$ cat src/rtl/shift_add_multiplier_pkg.sv
// Shared definitions for the shift-and-add multiplier: FSM state encodings
// and the default operand width.
package shift_add_multiplier_pkg;

    // Controller states; encodings are fixed so the debug port reads
    // IDLE=0, RUN=1, DONE=2.
    typedef enum logic [1:0] {
        ST_IDLE = 2'd0,
        ST_RUN  = 2'd1,
        ST_DONE = 2'd2
    } state_e;

    localparam int DEFAULT_WIDTH = 8;

endpackage

$ cat src/rtl/mult_datapath.sv
// Datapath of the shift-and-add multiplier: multiplicand register M,
// accumulator {P_hi, P_lo}, the WIDTH+1-bit adder and the right shift.
// The carry bit C only exists inside one combinational add/shift step.
module mult_datapath #(
    parameter int WIDTH = 8
) (
    input  logic                 clk,
    input  logic                 i_reset,
    input  logic                 i_load,
    input  logic                 i_step,
    input  logic                 i_capture,
    input  logic [WIDTH-1:0]     i_a,
    input  logic [WIDTH-1:0]     i_b,
    output logic [2*WIDTH-1:0]   o_product
);

    logic [WIDTH-1:0]   r_m;
    logic [WIDTH-1:0]   r_p_hi;
    logic [WIDTH-1:0]   r_p_lo;
    logic [2*WIDTH-1:0] r_product;

    logic [WIDTH:0]     w_sum;
    logic [WIDTH-1:0]   w_next_hi;
    logic [WIDTH-1:0]   w_next_lo;

    // One partial-product step: conditional add into {C,P_hi}, then shift
    // {C,P_hi,P_lo} right by one so C lands in the top bit of P_hi.
    always_comb begin
        w_sum     = {1'b0, r_p_hi} + (r_p_lo[0] ? {1'b0, r_m} : '0);
        w_next_hi = w_sum[WIDTH:1];
        w_next_lo = {w_sum[0], r_p_lo[WIDTH-1:1]};
    end

    // Operand load, step update, and result capture; capture uses the
    // post-step value because it coincides with the final step.
    always_ff @(posedge clk) begin
        if (i_reset) begin
            r_m       <= '0;
            r_p_hi    <= '0;
            r_p_lo    <= '0;
            r_product <= '0;
        end else begin
            if (i_load) begin
                r_m    <= i_a;
                r_p_hi <= '0;
                r_p_lo <= i_b;
            end else if (i_step) begin
                r_p_hi <= w_next_hi;
                r_p_lo <= w_next_lo;
            end
            if (i_capture) begin
                r_product <= {w_next_hi, w_next_lo};
            end
        end
    end

    assign o_product = r_product;

endmodule

$ cat src/rtl/shift_add_multiplier.sv
// Sequential unsigned shift-and-add multiplier. The controller FSM and the
// step counter live here; the arithmetic lives in mult_datapath.
// Handshake: start is a level held by the requester until done is seen;
// done stays high (product valid and stable) until start is sampled low,
// and a new operation is only accepted from IDLE.
module shift_add_multiplier
    import shift_add_multiplier_pkg::*;
#(
    parameter int WIDTH = DEFAULT_WIDTH
) (
    input  logic                 clk,
    input  logic                 reset,
    input  logic                 start,
    input  logic [WIDTH-1:0]     a,
    input  logic [WIDTH-1:0]     b,
    output logic [2*WIDTH-1:0]   product,
    output logic                 done,
    output logic                 busy,
    output logic [1:0]           dbg_state
);

    localparam int             CW        = $clog2(WIDTH + 1);
    localparam logic [CW-1:0]  LAST_STEP = CW'(WIDTH - 1);

    state_e          r_state;
    logic [CW-1:0]   r_count;
    logic            r_done;
    logic            r_busy;

    logic            w_load;
    logic            w_step;
    logic            w_capture;

    // Datapath controls decoded from the current state and step count.
    always_comb begin
        w_load    = (r_state == ST_IDLE) && start;
        w_step    = (r_state == ST_RUN);
        w_capture = w_step && (r_count == LAST_STEP);
    end

    // Controller FSM with step counter and registered done/busy.
    always_ff @(posedge clk) begin
        if (reset) begin
            r_state <= ST_IDLE;
            r_count <= '0;
            r_done  <= 1'b0;
            r_busy  <= 1'b0;
        end else begin
            case (r_state)
                ST_IDLE: begin
                    if (start) begin
                        r_state <= ST_RUN;
                        r_count <= '0;
                        r_busy  <= 1'b1;
                    end
                end
                ST_RUN: begin
                    r_count <= r_count + 1'b1;
                    if (r_count == LAST_STEP) begin
                        r_state <= ST_DONE;
                        r_busy  <= 1'b0;
                        r_done  <= 1'b1;
                    end
                end
                ST_DONE: begin
                    if (!start) begin
                        r_state <= ST_IDLE;
                        r_done  <= 1'b0;
                    end
                end
                default: begin
                    r_state <= ST_IDLE;
                    r_done  <= 1'b0;
                    r_busy  <= 1'b0;
                end
            endcase
        end
    end

    mult_datapath #(
        .WIDTH (WIDTH)
    ) u_datapath (
        .clk       (clk),
        .i_reset   (reset),
        .i_load    (w_load),
        .i_step    (w_step),
        .i_capture (w_capture),
        .i_a       (a),
        .i_b       (b),
        .o_product (product)
    );

    assign done      = r_done;
    assign busy      = r_busy;
    assign dbg_state = r_state;

endmodule

$ cat config.mk
export PLATFORM = sky130hd
export DESIGN_NAME = shift_add_multiplier
export DESIGN_NICKNAME = d
export VERILOG_FILES = /design/src/rtl/shift_add_multiplier_pkg.sv /design/src/rtl/mult_datapath.sv /design/src/rtl/shift_add_multiplier.sv
export SDC_FILE = /design/constraint.sdc
export NUM_CORES = 1
export LEC_CHECK = 0
export ABC_AREA = 0
export BUFFER_PORTS_ARGS = -buffer_cell sky130_fd_sc_hd__buf_4
export CORE_MARGIN = 5
export CORE_UTILIZATION = 55
export CTS_CLUSTER_SIZE = 40
export DETAILED_ROUTE_END_ITERATION = 10
export PLACE_DENSITY = 0.8
export SLEW_MARGIN = 40
export SYNTH_ARGS = -nofsm -noshare
export SYNTH_HDL_FRONTEND = slang
export SYNTH_SLANG_ARGS = --single-unit
$ cat constraint.sdc
create_clock -name clk -period 2.3 [get_ports clk]
set_input_delay 0.46 -clock clk [delete_from_list [all_inputs] [get_ports clk]]
set_output_delay 0.46 -clock clk [all_outputs]
set_load 0.005 [all_outputs]
After elaboration in Yosys (flattened, before gate mapping)
Cells that the tools add are included.
{ "word_totals": {"elab_cells": 43, "output_inout_bits": 20, "input_bits": 19, "regBits": 48} }
{ "classes": {"bitwise_logic": 2, "n_mux": 15, "addsub": 2, "reduce_logical": 10, "n_eq_ne": 6} }
{ "ops": {"columns": ["op", "n"], "rows": [
  ["8-bit 2-to-1 mux", 3],
  ["8-bit by 9-bit adder with 9-bit output", 1],
  ["3-bit AND reduction", 3],
  ["4-bit one-hot mux with 2 select lines", 1],
  ["2-bit 2-to-1 mux", 3],
  ["2-bit inequality test (second input constant)", 3],
  ["1-bit one-hot mux with 3 select lines", 2],
  ["2-bit one-hot mux with 3 select lines", 1],
  ["4-bit by 1-bit adder with 4-bit output (second input constant)", 1],
  ["4-bit by 3-bit equality test with 1-bit output (second input constant)", 1],
  ["1-bit 2-to-1 mux", 4],
  ["4-bit 2-to-1 mux", 1],
  ["2-bit nonzero test", 2],
  ["2-bit by 1-bit equality test with 1-bit output (second input constant)", 1],
  ["2-bit equality test (second input constant)", 1],
  ["1-bit logical AND", 2],
  ["2-bit zero test", 1],
  ["1-bit NOT", 2],
  ["2-bit AND reduction", 1],
  ["2-bit OR reduction", 1]
]} }

Depth between registers and ports, before layout
{ "depth": {"ltp_word": 4, "ltp_mapped": 7, "depth_no_buf": 7} }

Cells and area by module
Synthesis repeated with hierarchy kept, for this count alone.
{ "unflattened": {"hier_cells": 243, "area_unflattened_um2": 2255.9} }
{ "modules_own_cells": {"columns": ["module", "area_each_um2", "cells_each", "instances", "seq_area_each_um2"], "rows": [
  ["mult_datapath", 1886.8, 200, 1, 800.8],
  ["shift_add_multiplier", 369.1, 43, 1, 160.2]
]} }

Least setup slack after synthesis
OpenSTA, ideal clock, no wires.
{ "synth_timing": {"kind": "register to register", "start": "register u_datapath.r_p_lo[0]", "end": "register u_datapath.r_p_hi[5]", "arrival_ps": 1910, "path_stages_with_launch": 8, "required_time_ps": 2238, "n_path_buf": 0, "period_less_slack_ps": 1972, "setup_ps": 62, "slack_ps": 328, "path_cell_list": "dfxtp_1 -> and2_1 -> ha_1 -> fa_1 -> a21oi_1 -> o21ai_0 -> a2111o_1 -> nand3_1"} }
{ "synth_via": {"elab_chain_len": 2} }
{ "synth_lines": {"columns": ["element", "line_no", "source"], "rows": [
  ["start: declaration", "mult_datapath.sv:19", "logic [WIDTH-1:0] r_p_lo;"],
  ["start signal: assignment", "mult_datapath.sv:46", "r_p_lo <= i_b;"],
  ["start signal: assignment", "mult_datapath.sv:49", "r_p_lo <= w_next_lo;"],
  ["8-bit 2-to-1 mux", "mult_datapath.sv:29", "w_sum = {1'b0, r_p_hi} + (r_p_lo[0] ? {1'b0, r_m} : '0);"],
  ["8-bit by 9-bit adder with 9-bit output", "mult_datapath.sv:29", null],
  ["end signal: assignment", "mult_datapath.sv:48", "r_p_hi <= w_next_hi;"],
  ["end: declaration", "mult_datapath.sv:18", "logic [WIDTH-1:0] r_p_hi;"]
]} }
No other way between the ends.
A chain may end at the register's enable or synchronous reset.

Worst setup path in the final report
Same ends and word-level chain as after synthesis.

==> results.sh <==
export IMPL_status="completed"
export IMPL_hold_path_class="input pin to flop"
export IMPL_critical_path_class="flop to flop"
export IMPL_cp_max_fo=9
export IMPL_ff2ff_setup_slack_ps=210
export IMPL_final_common_cell="nand2_1"
export IMPL_path_clk_slew_ps=90
export IMPL_core_area_mm2=0.00400
export IMPL_min_delay_start="a[7]"
export IMPL_max_slew_worst_pin_slew_ps=711
export IMPL_ys_ff_latch=48
export IMPL_drtPass1Iterations=4
export IMPL_areaGrowthSynthToFinish_pct=18.4
export IMPL_io_pins=39
export IMPL_grt_start_max_net_pins=28
export IMPL_p_per_area_mw_per_mm2=572
export IMPL_fmax_ghz=0.479
export IMPL_timing_rr_start="u_datapath.r_p_lo[0]$_SDFFE_PP0P_"
export IMPL_fin_crit_sh_pct=90.8
export IMPL_p_leak_nw=1.06
export IMPL_worst_skew_pair_late_latency_ps=300
export IMPL_peakVddDrop_uv=411
export IMPL_grt_usage_pct=19.6
export IMPL_synth_top_flop_cell="dfxtp_1"
export IMPL_grt_ovfl_total=0
export IMPL_cts_buffers=5
export IMPL_port_buffers=38
export IMPL_cts_root_buf="clkbuf_8"
export IMPL_first_global_vias=1843
export IMPL_clock_sinks=48
export IMPL_fin_skew_ps=3.78
export IMPL_worst_r2r_endpoint="u_datapath.r_p_hi[5]$_SDFFE_PP0P_"
export IMPL_die_y_um=74.1
export IMPL_multi_input_area_mm2=0.00119
export IMPL_seqCellArea_um2=961
export IMPL_pwr_share_clk_pct=32.4
export IMPL_intPower_mw=1.14
export IMPL_hold_depth=3
export IMPL_cp_buffers_inverters=0
export IMPL_hold_end="u_datapath.r_m[7]$_SDFFE_PP0P_"
export IMPL_drv_slew=0
export IMPL_ys_seq_area_share_pct=42.5
export IMPL_pwr_share_comb_pct=10.3
export IMPL_cts_tree="done"
export IMPL_layout_common_cells="nand2_1 (55), dfxtp_1 (48), buf_4 (47)"
export IMPL_p_sw_share_pct=25.5
export IMPL_max_cap_violations=0
export IMPL_crit_family="compound AO/OA/AOI/OAI gates"
export IMPL_ff2ff_path_depth=7
export IMPL_num_vias=2065
export IMPL_synth_avg_cell_area_um2=8.04
export IMPL_start_util_pct=56.5
export IMPL_hpwlAfterDp_um=3770
export IMPL_grt_pass1_wl_um=8380
export IMPL_die_area_mm2=0.00549
export IMPL_rsz0062_at_grt="no"
export IMPL_tns_ps=0
export IMPL_clockBufferDepth=2
export IMPL_fill_cells=349
export IMPL_ant_nets=0
export IMPL_cp_end_kind="flop"
export IMPL_post_route_min_period_ps=2090
export IMPL_cp_required_ps=2550
export IMPL_slowest_delay_ps=440
export IMPL_finalSetupViolations=0
export IMPL_power_mw=1.53
export IMPL_drive_above_1_share_pct=17.7
export IMPL_gp_congestion=0.898
export IMPL_p_seq_share_pct=57.3
export IMPL_final_nets=345
export IMPL_syn_area_mm2=0.00226
export IMPL_synth_net_count=310
export IMPL_synthCells=281
export IMPL_synth_edf_count=0
export IMPL_drcViolationCount=0
export IMPL_cp_data_arrival_time_ps=2340
export IMPL_crit_path_top_delay_cell="a2111o_1"
export IMPL_wire_per_inst_um=14.2
export IMPL_antenna_found_initial=0
export IMPL_first_iter_violations=203
export IMPL_critical_path_cell_chain="and2_1 -> ha_1 -> fa_1 -> a21oi_1 -> o21ai_0 -> a2111o_1 -> nand3_1"
export IMPL_num_rows=23
export IMPL_hold_viol_final=0
export IMPL_maxSlewHeadroom_pct=52.4
export IMPL_routed_wl_um=5220
export IMPL_detail_route_vias_per_cell=5.63
export IMPL_cts_max_level=2
export IMPL_p_switching_mw=0.390
export IMPL_yosys_cell_types_count=40
export IMPL_start_kind="flop"
export IMPL_async_flop_share_pct=0
export IMPL_die_w_um=74.1
export IMPL_yosys_warnings=0
export IMPL_antenna_cells=0
## state kept, by name (all words and copies together) (netlist names)
signal,count
u_datapath.r_p_lo,8
u_datapath.r_m,8
done,1
dbg_state,2
r_count,4
u_datapath.o_product,16
u_datapath.r_p_hi,8
busy,1
## synth_stat cells, types with 2 or more instances
cell type	n	share of area [%]
a2111o_1	2	1.0
a211oi_1	3	1.0
a21oi_1	44	9.8
a22oi_1	9	3.0
and2_1	8	2.2
and3_1	2	0.55
buf_2	5	1.1
buf_6	2	1.0
clkbuf_1	11	1.8
dfxtp_1	48	43
ha_1	9	5.0
inv_1	6	1.0
nand2_1	55	9.1
nand2b_1	4	1.1
nand3_1	12	2.7
nand3b_1	7	2.3
nor2_1	16	2.7
nor2b_1	2	0.55
nor4_1	2	0.55
o2111ai_1	2	0.78
o211ai_1	4	1.3
o21ai_0	6	1.3
o31ai_1	2	0.66
or3_1	2	0.55
or4_1	2	0.66
xnor2_1	2	0.78
## power by group through the flow
| stage | clock network, mW | logic [mW] | registers (mW) |
|---|---|---|---|
| floorplan | 0 | 0.101 | 0.890 |
| global route | 0.537 | 0.173 | 0.881 |
| detailed placement | 0 | 0.155 | 0.896 |
| finish | 0.496 | 0.157 | 0.877 |
| CTS | 0.506 | 0.156 | 0.876 |
| global placement | 0 | 0.153 | 0.895 |
## cell families after synthesis
logic type	Yosys count	share of synthesized area, %
flip-flops	48	42.5
AO/OA/AOI/OAI	78	20.9
adder cells (fa/ha/maj)	10	5.87
buffers and inverters	25	5.10
XOR/XNOR	2	0.776
AND/OR/NAND/NOR	118	24.8
## per-stage QoR
stage	hold WS [ps]	worst slack [ps]	instances	cell area (um^2)	util [%]
6_report	396	212	367	2680	66.9
5_1_grt	392	5.63	367	2680	66.9
4_1_cts	394	142	367	2670	66.8
3_5_place_dp	446	205	359	2590	64.7
3_3_place_gp	443	266	359	2590	64.7
2_1_floorplan	432	328	281	2260	-
## metal layers
metal / track usage (%) / share of wire, %
met5: 0 / 0
met4: 5.43 / 1.2
met3: 4.86 / 5.4
met2: 32.3 / 48
met1: 25.6 / 46
## worst max path at each step
stage	startpoint	cells past startpoint	slack [ps]	to
after floorplan	u_datapath.r_p_lo[0]$_SDFFE_PP0P_	7	330	u_datapath.r_p_hi[5]$_SDFFE_PP0P_
after global placement	u_datapath.r_p_lo[0]$_SDFFE_PP0P_	6	270	u_datapath.r_p_hi[6]$_SDFFE_PP0P_
after detailed placement	u_datapath.r_p_lo[0]$_SDFFE_PP0P_	6	200	u_datapath.r_p_hi[6]$_SDFFE_PP0P_
after CTS	u_datapath.r_p_lo[0]$_SDFFE_PP0P_	6	140	u_datapath.r_p_hi[6]$_SDFFE_PP0P_
after global routing	u_datapath.r_p_lo[0]$_SDFFE_PP0P_	7	6	u_datapath.r_p_hi[5]$_SDFFE_PP0P_
final	u_datapath.r_p_lo[0]$_SDFFE_PP0P_	7	210	u_datapath.r_p_hi[5]$_SDFFE_PP0P_
## worst min-delay path: stages
cell	delay (ps)
buf_4	100
nand2_1	40
a21oi_1	50
## area by class of cell
type                    instances  share of cell area (%)
flip-flops and latches         48                    35.9
clock buffers                   7                    2.85
repair buffers                 47                    13.2
well taps                      50                    2.34
clock inverters                 1                   0.327
multi-input cells             208                    44.5
inverters                       6                   0.842
## repair_timing
item	CTS	global route
buffers inserted	0	0
resized for setup	0	1
setup endpoints to repair	0	4
hold buffers	0	0
Power figures use the tool's default switching activity.
